**config.mk**
```make
export PLATFORM = sky130hd
export DESIGN_NAME = base_skid_reg
export DESIGN_NICKNAME = d
export VERILOG_FILES = /design/src/rtl/base_skid_pkg.sv /design/src/rtl/base_skid_slot.sv /design/src/rtl/base_skid_reg.sv
export SDC_FILE = /design/constraint.sdc
export NUM_CORES = 1
export LEC_CHECK = 0
export CORE_AREA = 2 2 39 41
export CTS_CLUSTER_DIAMETER = 200
export DETAILED_ROUTE_END_ITERATION = 12
export DIE_AREA = 0 0 41 43
export PLACE_DENSITY = 0.58
export SLEW_MARGIN = 20
export SYNTH_ARGS = -nofsm -noshare
export SYNTH_HDL_FRONTEND = slang
export SYNTH_SLANG_ARGS = --single-unit
```
**constraint.sdc**
```tcl
create_clock -name clk -period 1.2 [get_ports clk]
set_input_delay 0.24 -clock clk [delete_from_list [all_inputs] [get_ports clk]]
set_output_delay 0.24 -clock clk [all_outputs]
set_load 0.1 [all_outputs]
```
**src/rtl/base_skid_pkg.sv**
```systemverilog
`default_nettype none
// ============================================================================
// base_skid_pkg : state encoding and slot sizing for the base_skid_reg slice
// Optional feature macro: BASE_SKID_PARITY_EN (adds a parity bit per slot)
// Revision: 1.0
// ============================================================================
package base_skid_pkg;

    localparam int ST_W = 2;

    localparam logic [ST_W-1:0] ST_EMPTY = 2'd0;
    localparam logic [ST_W-1:0] ST_HALF  = 2'd1;
    localparam logic [ST_W-1:0] ST_FULL  = 2'd2;

    function automatic int slot_width(input int data_width);
`ifdef BASE_SKID_PARITY_EN
        return data_width + 1;
`else
        return data_width;
`endif
    endfunction

endpackage : base_skid_pkg
`default_nettype wire

```
**src/rtl/base_skid_slot.sv**
```systemverilog
`default_nettype none
// ============================================================================
// base_skid_slot : load-enabled storage register with async reset to rstv
// Revision: 1.0
// ============================================================================
module base_skid_slot #(
    parameter int               width = 1,
    parameter logic [width-1:0] rstv  = '0
) (
    input  logic             clk,
    input  logic             reset,
    input  logic             load,
    input  logic [width-1:0] d,
    output logic [width-1:0] q
);

    always_ff @(posedge clk or posedge reset) begin
        if (reset) begin
            q <= rstv;
        end else if (load) begin
            q <= d;
        end
    end

endmodule : base_skid_slot
`default_nettype wire

```
**src/rtl/base_skid_reg.sv**
```systemverilog
`default_nettype none
// ============================================================================
// base_skid_reg : 2-entry registered valid/ready skid slice, all outputs flopped
// Optional feature macro: BASE_SKID_PARITY_EN (parity storage + sticky check)
// Revision: 1.0
// ============================================================================
module base_skid_reg
    import base_skid_pkg::*;
#(
    parameter int               width = 1,
    parameter logic [width-1:0] rstv  = '0
) (
    input  logic             clk,
    input  logic             reset,
    input  logic             i_v,
    input  logic [width-1:0] i_d,
    input  logic             i_par,
    output logic             i_r,
    output logic             o_v,
    output logic [width-1:0] o_d,
    output logic             o_par,
    input  logic             o_r,
    output logic             o_perr
);

    localparam int SW = slot_width(width);

`ifdef BASE_SKID_PARITY_EN
    localparam logic [SW-1:0] SLOT_RST = {^rstv, rstv};
`else
    localparam logic [SW-1:0] SLOT_RST = rstv;
`endif

    logic [ST_W-1:0] state;
    logic [ST_W-1:0] next_state;
    logic            accept;
    logic            take;
    logic            main_load;
    logic            skid_load;
    logic            ir_next;
    logic            ov_next;
    logic [SW-1:0]   in_slot;
    logic [SW-1:0]   main_d;
    logic [SW-1:0]   main_q;
    logic [SW-1:0]   skid_q;

    assign accept = i_v & i_r;
    assign take   = o_v & o_r;

`ifdef BASE_SKID_PARITY_EN
    assign in_slot = {i_par, i_d};
`else
    logic unused_par;
    assign unused_par = i_par;
    assign in_slot    = i_d;
`endif

    // State register together with the flopped handshake outputs
    always_ff @(posedge clk or posedge reset) begin
        if (reset) begin
            state <= ST_EMPTY;
            o_v   <= 1'b0;
            i_r   <= 1'b0;
        end else begin
            state <= next_state;
            o_v   <= ov_next;
            i_r   <= ir_next;
        end
    end

    always_comb begin
        next_state = state;
        case (state)
            ST_EMPTY: if (accept) next_state = ST_HALF;
            ST_HALF: begin
                if (accept && !take)      next_state = ST_FULL;
                else if (!accept && take) next_state = ST_EMPTY;
            end
            ST_FULL:  if (take) next_state = ST_HALF;
            default:  next_state = ST_EMPTY;
        endcase
    end

    always_comb begin
        main_load = 1'b0;
        skid_load = 1'b0;
        main_d    = in_slot;
        case (state)
            ST_EMPTY: main_load = accept;
            ST_HALF: begin
                main_load = accept & take;
                skid_load = accept & ~take;
            end
            ST_FULL: begin
                main_load = take;
                main_d    = skid_q;
            end
            default: ;
        endcase
        ir_next = (next_state != ST_FULL);
        ov_next = (next_state != ST_EMPTY);
    end

    base_skid_slot #(
        .width (SW),
        .rstv  (SLOT_RST)
    ) u_main (
        .clk   (clk),
        .reset (reset),
        .load  (main_load),
        .d     (main_d),
        .q     (main_q)
    );

    base_skid_slot #(
        .width (SW),
        .rstv  (SLOT_RST)
    ) u_skid (
        .clk   (clk),
        .reset (reset),
        .load  (skid_load),
        .d     (in_slot),
        .q     (skid_q)
    );

    assign o_d = main_q[width-1:0];

`ifdef BASE_SKID_PARITY_EN
    logic perr_q;
    logic perr_now;

    assign o_par    = main_q[width];
    assign perr_now = o_v & (^{o_d, o_par});

    always_ff @(posedge clk or posedge reset) begin
        if (reset) begin
            perr_q <= 1'b0;
        end else if (perr_now) begin
            perr_q <= 1'b1;
        end
    end

    // Flag is visible in the same cycle the bad beat is presented
    assign o_perr = perr_q | perr_now;
`else
    assign o_par  = ^o_d;
    assign o_perr = 1'b0;
`endif

endmodule : base_skid_reg
`default_nettype wire

```
==> flow_summary.ini, run 1 <==
[cts]
h-tree-depth = 1
cts.sinks = 6
ctsLongestPathBuffers = 2
clk_latency_ps = 240
cts_tree = done
ctsRootBufferMaster = clkbuf_4
hold_buffers = 0
cts_buffers = 3
cts.clk_slew.worst_paths_ps = 50

[worst_hold_path]
min-delay-path-class = in -> async

[setup_path]
path_cells = buf_6 > buf_12
max_stage_delay_ps = 500
endpoint_kind = primary output
cp_slowest_cell = dfrtp_4
path_max_fanout = 3
cp.required_ps = 960
critPathKind = reg -> out
worstSetupStartpointType = register
crit_arrival_ps = 1030

[job]
drv_cap = 0

[placed_design]
dp_cells = 55
dp_worst_setup_slack_ps = -367.8
port_buffers = 8
gp_congestion = 0.6462
post-dp-hpwl_um = 551.2

[global_route]
grt_usage_pct = 10.38
grt_pass1_vias = 278
antenna_found_initial = 0
grt_pass1_wl_mm = 1.166
grt.overflow.total = 0
grt_max_degree = 7

[floorplan]
die_x_um = 41
num_io_pins = 11
dieArea_um2 = 1763
core_um2 = 1384
start_util_pct = 22.42
die_h_um = 43
rows = 14

[routing]
wl_per_cell_um = 12.57
num_vias = 253
drc = 0
detail_route.vias_per_cell = 4.148
drtAntennaViolNets = 0
routed_wl_um = 767
drt_iter0_markers = 0
dr.pass1.iters = 1

[final_layout]
syn2layout_area_growth_pct = 86.69
nNetsFinal = 52
antenna_cells = 0
layout-drive-gt1-share_pct = 64.44
final_common_cell = buf_4
finalNonFillerCells = 61
layout_common_cells = buf_4 (6), buf_12 (4), mux2_4 (3), clkbuf_4 (3), dfrtp_4 (3)
fill_cells = 135

[synthesis]
ys_types = 18
syn-cell-area_um2 = 310.3
syn_nets = 33
avgSynthCellArea_um2 = 11.49
seq_area_frac_synth_pct = 48.39
syn_inst = 27
synth_seq_cells = 6
yosys_warnings = 0

[sta]
slew_viol_final = 0
max_freq_mhz = 788.1
min_period_ps = 1269
hold_slack_ps = 215.9
rsz0062_at_grt = true
period_share_pct = 105.7
layout_setup_ws_ps = -68.82
hold_viol = 0
fin_skew_ps = 7.763
setup_violations = 4

[outcome]
violations = setup timing
status = finished, violations left
[synthesized netlist by cell type]
cell type  instances  area, µm²
xor2_1             1      8.760
conb_1             1      3.750
nand2_1            4      15.01
mux2_1             1      11.26
mux2_2             1      11.26
mux2_4             1      15.01
and3b_1            1      8.760
a21boi_1           1      7.510
o32ai_1            1      8.760
o22ai_1            1      6.260
a22o_2             1      10.01
a21boi_2           1      11.26
buf_4              2      15.01
nand2b_4           1      13.76
a21oi_1            1      5.000
inv_1              1      3.750
o21ai_0            1      5.000
dfrtp_1            6      150.1
[layout make-up]
class | count | area, µm² | area share, %
timing repair buffer | 16 | 185.2 | 31.97
inverter | 1 | 3.754 | 0.6479
clock buffer | 4 | 26.28 | 4.536
multi-input combinational | 18 | 181.4 | 31.32
tap | 16 | 20.02 | 3.456
sequential | 6 | 162.7 | 28.08
[state kept, by name (all words and copies together) (netlist names)]
| register | count |
|---|---|
| u_skid.q | 1 |
| u_main.q | 1 |
| state | 2 |
| i_r | 1 |
| o_v | 1 |
[repair_timing]
| action | CTS | global route |
|---|---|---|
| endpoints found under the setup margin | 4 | 8 |
| endpoints found under the hold margin | 0 | 0 |
| gates resized for setup | 4 | 4 |
| buffers inserted | 1 | 1 |
[worst paths after layout]
check / startpoint / to / slack, ps / cells after the start
min in group clk: o_r / i_r / 470 / 2
hold reg to reg: u_skid.q / u_skid.q / 510 / 1
max in group asynchronous: reset / u_main.q / 750 / 2
setup reg to reg: state[0] / u_main.q / -30 / 3
setup / recovery: o_v / o_v / -70 / 2
hold / removal: reset / i_r / 220 / 2
[cell families after synthesis]
| logic type | share of synthesized area [%] |
|---|---|
| flip-flops | 48.39 |
| AND/OR/NAND/NOR | 12.09 |
| buffers and inverters | 6.046 |
| other | 1.209 |
| AO/OA/AOI/OAI | 17.34 |
| multiplexers | 12.09 |
| XOR/XNOR | 2.823 |
[metal layers]
| metal | part of all wire, % | global-route usage, % | vias up |
|---|---|---|---|
| met2 | 60 | 17.19 | 4 |
| met3 | 3.5 | 3.141 | 2 |
| met1 | 36 | 10.75 | 121 |
| met5 | 0 | 0 | - |
| met4 | 0.65 | 6.000 | 0 |
| li1 | - | - | 126 |
[metrics by stage]
step / TNS (ps) / instance area, µm² / util (%)
6_report: -170.2 / 579.3 / 41.86
5_1_grt: -335.6 / 579.3 / 41.86
4_1_cts: -191.9 / 560.5 / 40.51
3_5_place_dp: -1414 / 521.8 / 37.70
3_3_place_gp: -1279 / 521.8 / 37.70
2_1_floorplan: -332.6 / 351.6 / -
[critical path, delay by kind of cell, from the launching register on]
kind	cells	cell delay (ps)
flops	1	500
buf+inv	2	280
Power of run 1 is left out: the tool's default activity adds up to more than one toggle a clock period on the data nets, which glitch-free logic cannot reach.
==> run 2, diff against run 1 <==
--- a/config.mk
+++ b/config.mk
@@ -5,10 +5,9 @@
 export SDC_FILE = /design/constraint.sdc
 export NUM_CORES = 1
 export LEC_CHECK = 0
-export CORE_AREA = 2 2 39 41
-export CTS_CLUSTER_DIAMETER = 200
+export CORE_AREA = 3 3 40 42
 export DETAILED_ROUTE_END_ITERATION = 12
-export DIE_AREA = 0 0 41 43
+export DIE_AREA = 0 0 43 45
 export PLACE_DENSITY = 0.58
 export SLEW_MARGIN = 20
 export SYNTH_ARGS = -nofsm -noshare
==> run 2 against run 1 <==
The run still ends with setup timing left. Register-to-register slack got worse by 30 ps. Count of clock-buffer cells in the layout did not move. Sequential share of layout area fell by 1.3 points. Sequential cell count did not move. Hold slack got worse by 8.6 ps. Clock skew rose by 1.7 ps. Cell count fell by 1.6%. Largest cell class is now multi-input combinational cells.
==> flow_summary.ini, run 2 (synthesized netlist as in run 1, its figures left out) <==
[final_layout]
utilization_pct = 47.32
largest_register_ffs = 2
layout_common_cells = buf_4 (5), buf_12 (4)
post-route-cell-area_um2 = 608.1
antenna_cells = 0
nNetsFinal = 52
final_common_cell = buf_4
syn2layout_area_growth_pct = 95.97
layout-drive-gt1-share_pct = 64.44
regMostFlops = state

[setup_path]
critPathKind = reg -> out
r2r.worst_path.cells = 3
crit_arrival_ps = 1040
r2r_end = u_main.q
cp.required_ps = 960
r2r-start = o_v
path_max_fanout = 4
r2r_slack_ps = -60
worstSetupStartpointType = register
endpoint_kind = primary output

[routing]
num_vias = 261
detail_route.vias_per_cell = 4.350
drc = 0
dr.pass1.iters = 1
drtAntennaViolNets = 0
routed_wl_um = 803
wl_per_cell_um = 13.38
drt_iter0_markers = 0

[cts]
ctsRootBufferMaster = clkbuf_4
cts.sinks = 6
cts_tree = done
hold_buffers = 0
h-tree-depth = 1
cts.clk_slew.worst_paths_ps = 50
cts_buffers = 3
clk_latency_ps = 250
ctsLongestPathBuffers = 2

[global_route]
grt_pass1_vias = 308
grt_max_degree = 7
grt_usage_pct = 9.874
grt.overflow.total = 0
antenna_found_initial = 0
grt_pass1_wl_mm = 1.338

[floorplan]
core_um2 = 1285
dieArea_um2 = 1935
rows = 13
die_x_um = 43
num_io_pins = 11
die_h_um = 45
start_util_pct = 24.15

[sta]
min_period_ps = 1276
layout_setup_ws_ps = -75.70
setup_violations = 5
tns_ps = -278.0
period_share_pct = 106.3
fin_skew_ps = 9.456
rsz0062_at_grt = true
hold_viol = 0
slew_viol_final = 0
max_freq_mhz = 783.9

[placed_design]
post-dp-hpwl_um = 599.7
place_area_um2 = 528.0
port_buffers = 8
gp_congestion = 0.7316

[outcome]
violations = setup timing
status = finished, violations left

[job]
drv_cap = 0

[worst_hold_path]
min-delay-path-class = in -> async
-- run 2: what timing repair did --
item	4_1_cts	5_1_grt
setup buffers	0	1
resized for setup	6	5
gates cloned	0	0
pin swaps	0	3
endpoints found under the setup margin	5	5
-- run 2: worst max-delay path by stage --
stage	start	end	slack (ps)	depth (start not counted)
after floorplan	i_r	u_main.q	-190	3
after global placement	i_v	u_main.q	-350	4
after detailed placement	i_v	u_main.q	-400	4
after CTS	i_r	i_r	-90	2
after global routing	i_r	i_r	-110	2
final	i_r	i_r	-80	2
-- run 2: layer usage --
layer	vias to the layer above	wire (µm)	global-route usage, %
li1	125	-	-
met1	131	296	10.51
met2	5	466	16.47
met3	0	40	4.382
met4	0	0	5.422
met5	-	0	0
-- run 2: critical path: stages, from the launching register on --
cell and delay, ps:
dfrtp_4 500, buf_6 130, buf_12 150
-- run 2: cell type report --
cell class	count	area, µm²
Inverter	1	3.754
Tap cell	15	18.77
Timing Repair Buffer	16	188.9
Clock buffer	4	26.28
Multi-Input combinational cell	18	207.7
Fill cell	121	676.9
Sequential cell	6	162.7
-- run 2: through the flow --
stage | setup slack (ps) | hold WS (ps) | cells
6_report | -75.70 | 207.3 | 60
4_1_cts | -92.15 | 202.3 | 59
3_5_place_dp | -396.3 | 477.8 | 55
3_3_place_gp | -351.1 | 474.0 | 55
5_1_grt | -111.4 | 233.8 | 60
2_1_floorplan | -193.4 | 31.02 | 27
Power of run 2 is left out for the same reason.
